## config.mk

```make
export PLATFORM = sky130hd
export DESIGN_NAME = cv32e40px_instr_packer_flat
export DESIGN_NICKNAME = d
export VERILOG_FILES = /design/src/rtl/cv32e40px_instr_packer_if.sv /design/src/rtl/cv32e40px_instr_packer.sv /design/src/flat_wrapper.sv
export SDC_FILE = /design/constraint.sdc
export NUM_CORES = 1
export LEC_CHECK = 0
export ABC_AREA = 1
export CORE_UTILIZATION = 40
export CTS_CLUSTER_DIAMETER = 80
export DETAILED_ROUTE_END_ITERATION = 10
export DONT_BUFFER_PORTS = 1
export PLACE_DENSITY = 0.53
export SKIP_CTS_REPAIR_TIMING = 1
export SYNTH_ARGS = -nofsm -noshare
export SYNTH_HDL_FRONTEND = slang
export SYNTH_SLANG_ARGS = --single-unit
```

## constraint.sdc

```tcl
create_clock -name clk -period 4.9 [get_ports clk]
set_input_delay 0.735 -clock clk [delete_from_list [all_inputs] [get_ports clk]]
set_output_delay 0.735 -clock clk [all_outputs]
set_load 0.005 [all_outputs]
```

## src/rtl/cv32e40px_instr_packer_if.sv

```systemverilog
`default_nettype none
// ============================================================================
//  Module   : cv32e40px_instr_packer_if
//  Purpose  : Bundles the stream-control, instruction and packed-word
//             handshake signals of the instruction packer.
//  Ports    : start_i/start_addr_i  - stream restart and its byte address
//             instr_valid_i/instr_ready_o/instr_i - instruction handshake
//             flush_i               - request to emit a held halfword
//             word_valid_o/word_ready_i/word_o/word_addr_o/word_be_o
//                                   - packed-word output handshake
//             pc_o                  - address of the next accepted instruction
//             idle_o                - nothing held and nothing pending
//  Modports : slave  - the packer itself
//             master - the environment driving it
//  Revision : 1.0 - initial release
// ============================================================================
interface cv32e40px_instr_packer_if;
   logic        start_i;
   logic [31:0] start_addr_i;
   logic        instr_valid_i;
   logic        instr_ready_o;
   logic [31:0] instr_i;
   logic        flush_i;
   logic        word_valid_o;
   logic        word_ready_i;
   logic [31:0] word_o;
   logic [31:0] word_addr_o;
   logic [3:0]  word_be_o;
   logic [31:0] pc_o;
   logic        idle_o;

   modport slave (
      input  start_i, start_addr_i, instr_valid_i, instr_i, flush_i, word_ready_i,
      output instr_ready_o, word_valid_o, word_o, word_addr_o, word_be_o, pc_o, idle_o
   );

   modport master (
      output start_i, start_addr_i, instr_valid_i, instr_i, flush_i, word_ready_i,
      input  instr_ready_o, word_valid_o, word_o, word_addr_o, word_be_o, pc_o, idle_o
   );
endinterface
`default_nettype wire

```

## src/rtl/cv32e40px_instr_packer.sv

```systemverilog
`default_nettype none
// ============================================================================
//  Module   : cv32e40px_instr_packer
//  Purpose  : Packs a stream of 16/32-bit instructions densely into
//             little-endian 32-bit words with byte enables, producing the
//             memory image the fetch-side aligner consumes.
//  Ports    : clk  - rising-edge clock
//             rst  - synchronous active-high reset
//             bus  - cv32e40px_instr_packer_if.slave (start, instruction
//                    handshake, flush, packed-word handshake, pc, idle)
//  Revision : 1.0 - initial release
// ============================================================================
module cv32e40px_instr_packer (
   input  wire logic                     clk,
   input  wire logic                     rst,
   cv32e40px_instr_packer_if.slave       bus
);

   // ALIGNED  : pc on a word boundary, nothing held
   // HALF     : pc on a halfword boundary, low halfword of the word in hold_q
   // START_MIS: stream began on a halfword boundary, nothing held
   typedef enum logic [1:0] {
      ST_ALIGNED   = 2'd0,
      ST_HALF      = 2'd1,
      ST_START_MIS = 2'd2
   } state_e;

   state_e      state_q, state_d;
   logic [31:0] pc_q, pc_d;
   logic [15:0] hold_q, hold_d;
   logic        out_valid_q, out_valid_d;
   logic [31:0] word_q, word_d;
   logic [31:0] addr_q, addr_d;
   logic [3:0]  be_q, be_d;

   logic        slot_free;
   logic        accept;
   logic        is_32;
   logic        emit;
   logic [31:0] pc_base;

   // The output buffer can take a new word if empty or being drained now,
   // which gives zero-bubble replacement under continuous word_ready_i.
   assign slot_free         = !out_valid_q || bus.word_ready_i;
   assign bus.instr_ready_o = !bus.start_i && slot_free;
   assign accept            = bus.instr_valid_i && bus.instr_ready_o;
   assign is_32             = (bus.instr_i[1:0] == 2'b11);
   assign pc_base           = {pc_q[31:2], 2'b00};

   always_comb begin
      state_d     = state_q;
      pc_d        = pc_q;
      hold_d      = hold_q;
      out_valid_d = out_valid_q;
      word_d      = word_q;
      addr_d      = addr_q;
      be_d        = be_q;
      emit        = 1'b0;

      if (bus.start_i) begin
         // Restart discards both the held halfword and any pending word.
         out_valid_d = 1'b0;
         hold_d      = 16'h0000;
         pc_d        = bus.start_addr_i & 32'hFFFF_FFFE;
         state_d     = bus.start_addr_i[1] ? ST_START_MIS : ST_ALIGNED;
      end else begin
         if (accept) begin
            pc_d   = pc_q + (is_32 ? 32'd4 : 32'd2);
            addr_d = pc_base;
            case (state_q)
               ST_ALIGNED: begin
                  if (is_32) begin
                     emit   = 1'b1;
                     word_d = bus.instr_i;
                     be_d   = 4'b1111;
                  end else begin
                     hold_d  = bus.instr_i[15:0];
                     state_d = ST_HALF;
                  end
               end
               ST_HALF: begin
                  emit   = 1'b1;
                  word_d = {bus.instr_i[15:0], hold_q};
                  be_d   = 4'b1111;
                  if (is_32) begin
                     // Upper half of a straddling instruction starts the next word.
                     hold_d = bus.instr_i[31:16];
                  end else begin
                     state_d = ST_ALIGNED;
                  end
               end
               ST_START_MIS: begin
                  emit   = 1'b1;
                  word_d = {bus.instr_i[15:0], 16'h0000};
                  be_d   = 4'b1100;
                  if (is_32) begin
                     hold_d  = bus.instr_i[31:16];
                     state_d = ST_HALF;
                  end else begin
                     state_d = ST_ALIGNED;
                  end
               end
               default: begin
                  state_d = ST_ALIGNED;
               end
            endcase
         end else if ((state_q == ST_HALF) && bus.flush_i && slot_free) begin
            // Emit the lone held halfword; the next instruction starts a fresh word.
            emit    = 1'b1;
            word_d  = {16'h0000, hold_q};
            be_d    = 4'b0011;
            addr_d  = pc_base;
            pc_d    = pc_base + 32'd4;
            state_d = ST_ALIGNED;
         end

         if (emit) begin
            out_valid_d = 1'b1;
         end else if (out_valid_q && bus.word_ready_i) begin
            out_valid_d = 1'b0;
         end
      end
   end

   always_ff @(posedge clk) begin
      if (rst) begin
         state_q     <= ST_ALIGNED;
         pc_q        <= 32'h0;
         hold_q      <= 16'h0;
         out_valid_q <= 1'b0;
         word_q      <= 32'h0;
         addr_q      <= 32'h0;
         be_q        <= 4'h0;
      end else begin
         state_q     <= state_d;
         pc_q        <= pc_d;
         hold_q      <= hold_d;
         out_valid_q <= out_valid_d;
         word_q      <= word_d;
         addr_q      <= addr_d;
         be_q        <= be_d;
      end
   end

   assign bus.word_valid_o = out_valid_q;
   assign bus.word_o       = word_q;
   assign bus.word_addr_o  = addr_q;
   assign bus.word_be_o    = be_q;
   assign bus.pc_o         = pc_q;
   assign bus.idle_o       = !out_valid_q && (state_q != ST_HALF);

endmodule
`default_nettype wire

```

## src/flat_wrapper.sv

```systemverilog
// flat-port wrapper written by rule: the top's interface ports become plain ports
module cv32e40px_instr_packer_flat 
  (clk, rst, bus_start_i, bus_start_addr_i, bus_instr_valid_i, bus_instr_i, bus_flush_i, bus_word_ready_i, bus_instr_ready_o, bus_word_valid_o, bus_word_o, bus_word_addr_o, bus_word_be_o, bus_pc_o, bus_idle_o);
  cv32e40px_instr_packer_if bus_i ();
  input  wire logic clk;
  input  wire logic rst;
  input wire logic [$bits(bus_i.start_i)-1:0] bus_start_i;
  input wire logic [$bits(bus_i.start_addr_i)-1:0] bus_start_addr_i;
  input wire logic [$bits(bus_i.instr_valid_i)-1:0] bus_instr_valid_i;
  input wire logic [$bits(bus_i.instr_i)-1:0] bus_instr_i;
  input wire logic [$bits(bus_i.flush_i)-1:0] bus_flush_i;
  input wire logic [$bits(bus_i.word_ready_i)-1:0] bus_word_ready_i;
  output wire logic [$bits(bus_i.instr_ready_o)-1:0] bus_instr_ready_o;
  output wire logic [$bits(bus_i.word_valid_o)-1:0] bus_word_valid_o;
  output wire logic [$bits(bus_i.word_o)-1:0] bus_word_o;
  output wire logic [$bits(bus_i.word_addr_o)-1:0] bus_word_addr_o;
  output wire logic [$bits(bus_i.word_be_o)-1:0] bus_word_be_o;
  output wire logic [$bits(bus_i.pc_o)-1:0] bus_pc_o;
  output wire logic [$bits(bus_i.idle_o)-1:0] bus_idle_o;
  assign bus_i.start_i = bus_start_i;
  assign bus_i.start_addr_i = bus_start_addr_i;
  assign bus_i.instr_valid_i = bus_instr_valid_i;
  assign bus_i.instr_i = bus_instr_i;
  assign bus_i.flush_i = bus_flush_i;
  assign bus_i.word_ready_i = bus_word_ready_i;
  assign bus_instr_ready_o = bus_i.instr_ready_o;
  assign bus_word_valid_o = bus_i.word_valid_o;
  assign bus_word_o = bus_i.word_o;
  assign bus_word_addr_o = bus_i.word_addr_o;
  assign bus_word_be_o = bus_i.word_be_o;
  assign bus_pc_o = bus_i.pc_o;
  assign bus_idle_o = bus_i.idle_o;
  cv32e40px_instr_packer u_core (.clk(clk), .rst(rst), .bus(bus_i));
endmodule
```

==> impl_metrics.tcl, run 1 <==
set metrics [dict create \
    outcome "finished, violations left" \
    violations "DRC" \
    maxCapViolCount 0 \
    synth_edf_count 0 \
    place.gp.congestion 0.890 \
    dieArea_sq_um 15700 \
    slew_headroom_pct 37.7 \
    firstDrtPassIters 10 \
    synthAdderAreaFrac_pct 1.23 \
    synthDistinctLibCells 48 \
    p_sw_share_pct 27.6 \
    fmax_ghz 0.331 \
    seq_area_frac_synth_pct 37.9 \
    ys_warn_count 0 \
    synthSimpleGateAreaFrac_pct 33.5 \
    end_kind "register" \
    synthXorXnorAreaFrac_pct 0.288 \
    p_switching_uw 714 \
    skew_ns 0.00699 \
    numPortBuffers 0 \
    via_count 5924 \
    crit_slowest_cell "nand2_4" \
    io-pin-count 173 \
    p_clk_share_pct 50.1 \
    intPower_uw 1870 \
    cts_buffers 17 \
    clockBufferDepth 2 \
    drtIter0Drc 336 \
    die_height_microns 125 \
    cp_max_fo 57 \
    period_share_pct 61.7 \
    syn_inst 910 \
    cpMostUsedCell "nand2_4" \
    dp_hpwl_mm 13.6 \
    grt_antenna_before_repair 0 \
    gr-total-overflow 0 \
    grt_max_degree 75 \
    synth_top_area_cell "dfxtp_1" \
    tightest_slew_ns 0.931 \
    maxSlewViolCount 0 \
    grt_pass1_vias 5766 \
    slowest_delay_ns 0.51 \
    synth.area.top_cells "dfxtp_1 38%, nand2_1 14%, nor2_1 6.4%" \
    viasPerCell 5.50 \
    coreArea_sq_um 14700 \
    drc 11 \
    rows 44 \
    hold_violations 0 \
    leakage_uw 0.00272 \
    async_flop_share_pct 0 \
    grt_use_total_pct 24.7 \
    combPwrFrac_pct 10.0 \
    placed_area_sq_um 6050 \
    syn_area_per_cell_sq_um 6.68 \
    grt_pass1_wl_mm 30.1 \
    cp_data_arrival_time_ns 3.33 \
    cts_tree "done" \
    syn2layout_area_growth_pct 9.67 \
    worstSetupPathType "reg2reg" \
    synthMuxAreaShare_pct 0 \
    synth_area_sq_um 6080 \
    synth_ff_type "dfxtp_1" \
    fin_hold_ws_ns 0.377 \
    cp_data_required_time_ns 5.20 \
    fin_crit_ns 3.03 \
    fin_setup_tns_ns 0 \
    power_density_nw_per_um2 388 \
    final_cell_mix "230 x nand2_1, 115 x dfxtp_1, 103 x nor2_1" \
    finalNetCount 957 \
    peakVddDrop_v 0.000229 \
    setup_violations 0 \
    layout_commonest_cell "nand2_1" \
    start_util_pct 41.4 \
    holdCritPathClass "in2reg" \
    ant_nets 0 \
    final_area_sq_um 6670 \
    crit_path_cell_trace "inv_1 > ha_1 > nand3_1 > nand2_4 > nand2_4 > clkinv_4 > nand2_4 > inv_4 > nand2_4 > inv_4 > nand3_1 > a21oi_1" \
    synth_top_family_by_area "simple AND/OR/NAND/NOR gates" \
    ys_ff_latch 115 \
    startpoint_type "register" \
    rsz0062_at_grt "no" \
    cts_root_buffer "clkbuf_16" \
    synth_top_area_share_pct 37.9 \
    drive_gt1_share_pct 6.49 \
    power_frac_seq_pct 39.9 \
    die_w_microns 125 \
    wl_per_cell_microns 17.7 \
    htree_levels 4 \
    diodes 0 \
    wirelength_mm 19.1 \
    r2r_slack_ns 1.87 \
    path_clk_slew_ns 0.06 \
    cts_sinks 115 \
    synth_compound_area_share_pct 16.5 \
    insertion_delay_ns 0.42 \
]
[cell usage after synthesis, types with 15 or more instances]
library cell  instances
nand2_1             230
nand3_1              68
dfxtp_1             115
clkbuf_1             20
a21oi_1              72
nor3_1               19
a31oi_1              16
nor2_1              103
inv_1                88
buf_2                16
nand4_1              15
o21ai_0              52
[metal layers]
layer	vias up	track usage, %	wire length (microns)
met5	-	0	0
met1	2748	26.5	7420
met4	0	10.6	577
met3	32	8.81	1600
met2	213	43.8	9520
li1	2931	-	-
[final timing paths]
path / from / endpoint / cells after the start
worst max-delay path: u_core.state_q[1] / u_core.bus.word_o[8] / 12
worst min-delay path: rst / u_core.bus.pc_o[23] / 1
worst max register to register: u_core.state_q[1] / u_core.bus.word_o[8] / 12
worst min register to register: u_core.hold_q[15] / u_core.hold_q[15] / 2
[sequential cells by signal, summed over array words and instances (netlist names)]
register	cells
u_core.bus.pc_o	32
u_core.bus.word_addr_o	30
u_core.bus.word_be_o	2
u_core.bus.word_o	32
u_core.bus.word_valid_o	1
u_core.hold_q	16
u_core.state_q	2
[critical path: cells and delay by family, from the launching register on]
kind                     cells  cell delay [ns]
flip-flops                   1             0.37
AND/OR/NAND/NOR              6             1.39
adder cells (fa/ha/maj)      1             0.27
buffers and inverters        4             0.74
AO/OA/AOI/OAI                1             0.09
[power groups by stage]
stage          logic (uW)  clock network, uW  registers [uW]
6_report              259               1300            1030
5_1_grt               296               1360            1040
4_1_cts               261               1310            1030
3_5_place_dp          260                  0            1050
3_3_place_gp          254                  0            1050
2_1_floorplan         223                  0            1030
[layout make-up]
type / count / area, sq um
clock buffer: 18 / 439
clock inverter: 14 / 180
sequential: 115 / 2300
inverter: 95 / 369
timing repair buffer: 1 / 7.51
tap: 184 / 230
multi-input combinational: 651 / 3140
fill: 1535 / 8030
[logic make-up (layout without fill, tap and decap cells)]
logic type                 Yosys count  in the layout
AOI/OAI and AO/OA                  178            178
xor gates and xnor gates             2              2
adders and majority gates            6              6
buffers and inverters              145            128
DFF                                115            115
other                                1              2
and+or+nand+nor                    463            463
[per-stage QoR]
stage	std cells	power, uW	worst slack [ns]	utilization, %
after floorplan	911	1260	2.82	-
after global placement	1046	1300	1.56	41.2
after detailed placement	1046	1310	1.54	41.2
after CTS	1078	2610	1.81	45.4
after global routing	1078	2700	1.50	45.4
final	1078	2590	1.87	45.4
(Power assumes the default switching activity.)
==> inputs of run 2 (changes only) <==
==> constraint.sdc (replaced) <==
create_clock -name clk -period 3.15 [get_ports clk]
set_input_delay 0.4725 -clock clk [delete_from_list [all_inputs] [get_ports clk]]
set_output_delay 0.4725 -clock clk [all_outputs]
set_load 0.005 [all_outputs]
==> run 2 against run 1 <==
The run still ends with DRC left. Utilization up 0.56 points. Worst hold slack worse by 0.27 ns. Wire length about the same. Power up 59%. Sequential cell count unchanged. First-iteration DRC count up 6.8%. Setup slack worse by 1.2 ns. Clock-buffer cell count unchanged. Clock power up 62%. Global-route usage up 0.44 points. Maximum frequency up 22%. Combinational power up 61%. Largest cell class unchanged.
==> impl_metrics.tcl, run 2 (synthesized netlist as in run 1, its figures left out) <==
set metrics [dict create \
    rows 44 \
    cp_data_arrival_time_ns 2.82 \
    drc 11 \
    period_share_pct 78.4 \
    fmax_ghz 0.405 \
    ant_nets 0 \
    io-pin-count 173 \
    grt_max_degree 75 \
    cts_root_buffer "clkbuf_16" \
    leakage_uw 0.00276 \
    viasPerCell 5.50 \
    die_height_microns 125 \
    cts_buffers 17 \
    via_count 5974 \
    dieArea_sq_um 15700 \
    gr-total-overflow 0 \
    coreArea_sq_um 14700 \
    place.gp.congestion 0.897 \
    end_kind "register" \
    clockBufferDepth 2 \
    insertion_delay_ns 0.42 \
    cp_data_required_time_ns 3.49 \
    crit_path_cell_trace "inv_1 > ha_1 > nand3_1 > nand2_4 > nand2_4 > clkinv_4 > nand2_4 > inv_4 > nand2_4 > inv_4 > nand3_1 > a21oi_1" \
    dp_hpwl_mm 13.8 \
    maxSlewViolCount 0 \
    syn2layout_area_growth_pct 11.0 \
    tightest_slew_ns 0.904 \
    holdCritPathClass "in2reg" \
    outcome "finished, violations left" \
    crit_slowest_cell "dfxtp_1" \
    top_usage_layer "met2" \
    fin_crit_ns 2.47 \
    cp_max_fo 36 \
    die_w_microns 125 \
    peakVddDrop_v 0.000347 \
    slew_headroom_pct 39.7 \
    grt_use_met1_pct 25.9 \
    skew_ns 0.00954 \
    finalNetCount 965 \
    setup_violations 0 \
    cts_sinks 115 \
    numPortBuffers 0 \
    met3_usage_pct 9.76 \
    power_density_nw_per_um2 610 \
    dp.cells 1054 \
    grt_use_total_pct 25.2 \
    grt_pass1_vias 6025 \
    violations "DRC" \
    grt_pass1_wl_mm 30.6 \
    maxCapViolCount 0 \
    worstSetupPathType "reg2reg" \
    start_util_pct 41.4 \
    cpMostUsedCell "nand2_4" \
    cts_tree "done" \
    firstDrtPassIters 10 \
    wl_per_cell_microns 17.6 \
    slowest_delay_ns 0.34 \
    grt_antenna_before_repair 0 \
    layout_commonest_cell "nand2_1" \
    diodes 0 \
    htree_levels 4 \
    finish.utilization_pct 45.9 \
    drtIter0Drc 359 \
    final_area_sq_um 6750 \
    fin_setup_tns_ns 0 \
    rsz0062_at_grt "no" \
    fin_cells 1086 \
    placed_area_sq_um 6110 \
    fin_hold_ws_ns 0.111 \
    hold_violations 0 \
    final_cell_mix "230 x nand2_1, 115 x dfxtp_1, 103 x nor2_1" \
    wirelength_mm 19.1 \
    grtUsageMet2_pct 43.9 \
    startpoint_type "register" \
    path_clk_slew_ns 0.06 \
    drive_gt1_share_pct 7.32 \
]
[run 2: changes by cell type in the layout (fill, tap and decap cells not counted), sizes merged]
cell      previous run  this run
bufinv               3         4
clkinv               9         5
buf                  1         9
inv                 95        96
clkinvlp             2         4
[run 2: layer usage]
layer / up-vias / share of wire [%] / routed length [microns]
met4: 0 / 4.1 / 791
li1: 2942 / - / -
met5: - / 0 / 0
met1: 2741 / 37 / 7160
met2: 243 / 49 / 9360
met3: 48 / 9.5 / 1810
[run 2: per-stage QoR]
| stage | total power [uW] | setup slack (ns) |
|---|---|---|
| 5_1_grt | 4300 | 0.430 |
| 6_report | 4120 | 0.680 |
| 3_5_place_dp | 2050 | 0.654 |
| 4_1_cts | 4150 | 0.658 |
| 2_1_floorplan | 1950 | 1.33 |
| 3_3_place_gp | 2040 | 0.710 |
[run 2: layout make-up]
cell class,count,area (sq um)
fill,1538,7950
multi-input combinational,651,3140
sequential,115,2300
clock buffer,18,439
inverter,95,369
tap,184,230
clock inverter,14,203
timing repair buffer,9,67.6
[run 2: worst paths after layout]
kind                      from                    to  slack [ns]  depth (start not counted)
max          u_core.state_q[1]  u_core.bus.word_o[7]        0.68                         12
min                        rst   u_core.bus.pc_o[10]        0.11                          1
max reg2reg  u_core.state_q[1]  u_core.bus.word_o[7]        0.68                         12
min reg2reg  u_core.hold_q[15]     u_core.hold_q[15]        0.45                          2
[run 2: critical path, delay by kind of cell (launching register included)]
kind	cells	cell delay (ns)
AOI/OAI and AO/OA	1	0.19
adders and majority gates	1	0.29
DFF	1	0.34
and+or+nand+nor	6	0.92
buffers and inverters	4	0.63
[run 2: where the power goes]
part | internal, uW | leakage (uW) | switching, uW
registers | 1520 | 0.000938 | 81.2
logic | 128 | 0.00152 | 289
clock network | 1350 | 0.000300 | 747
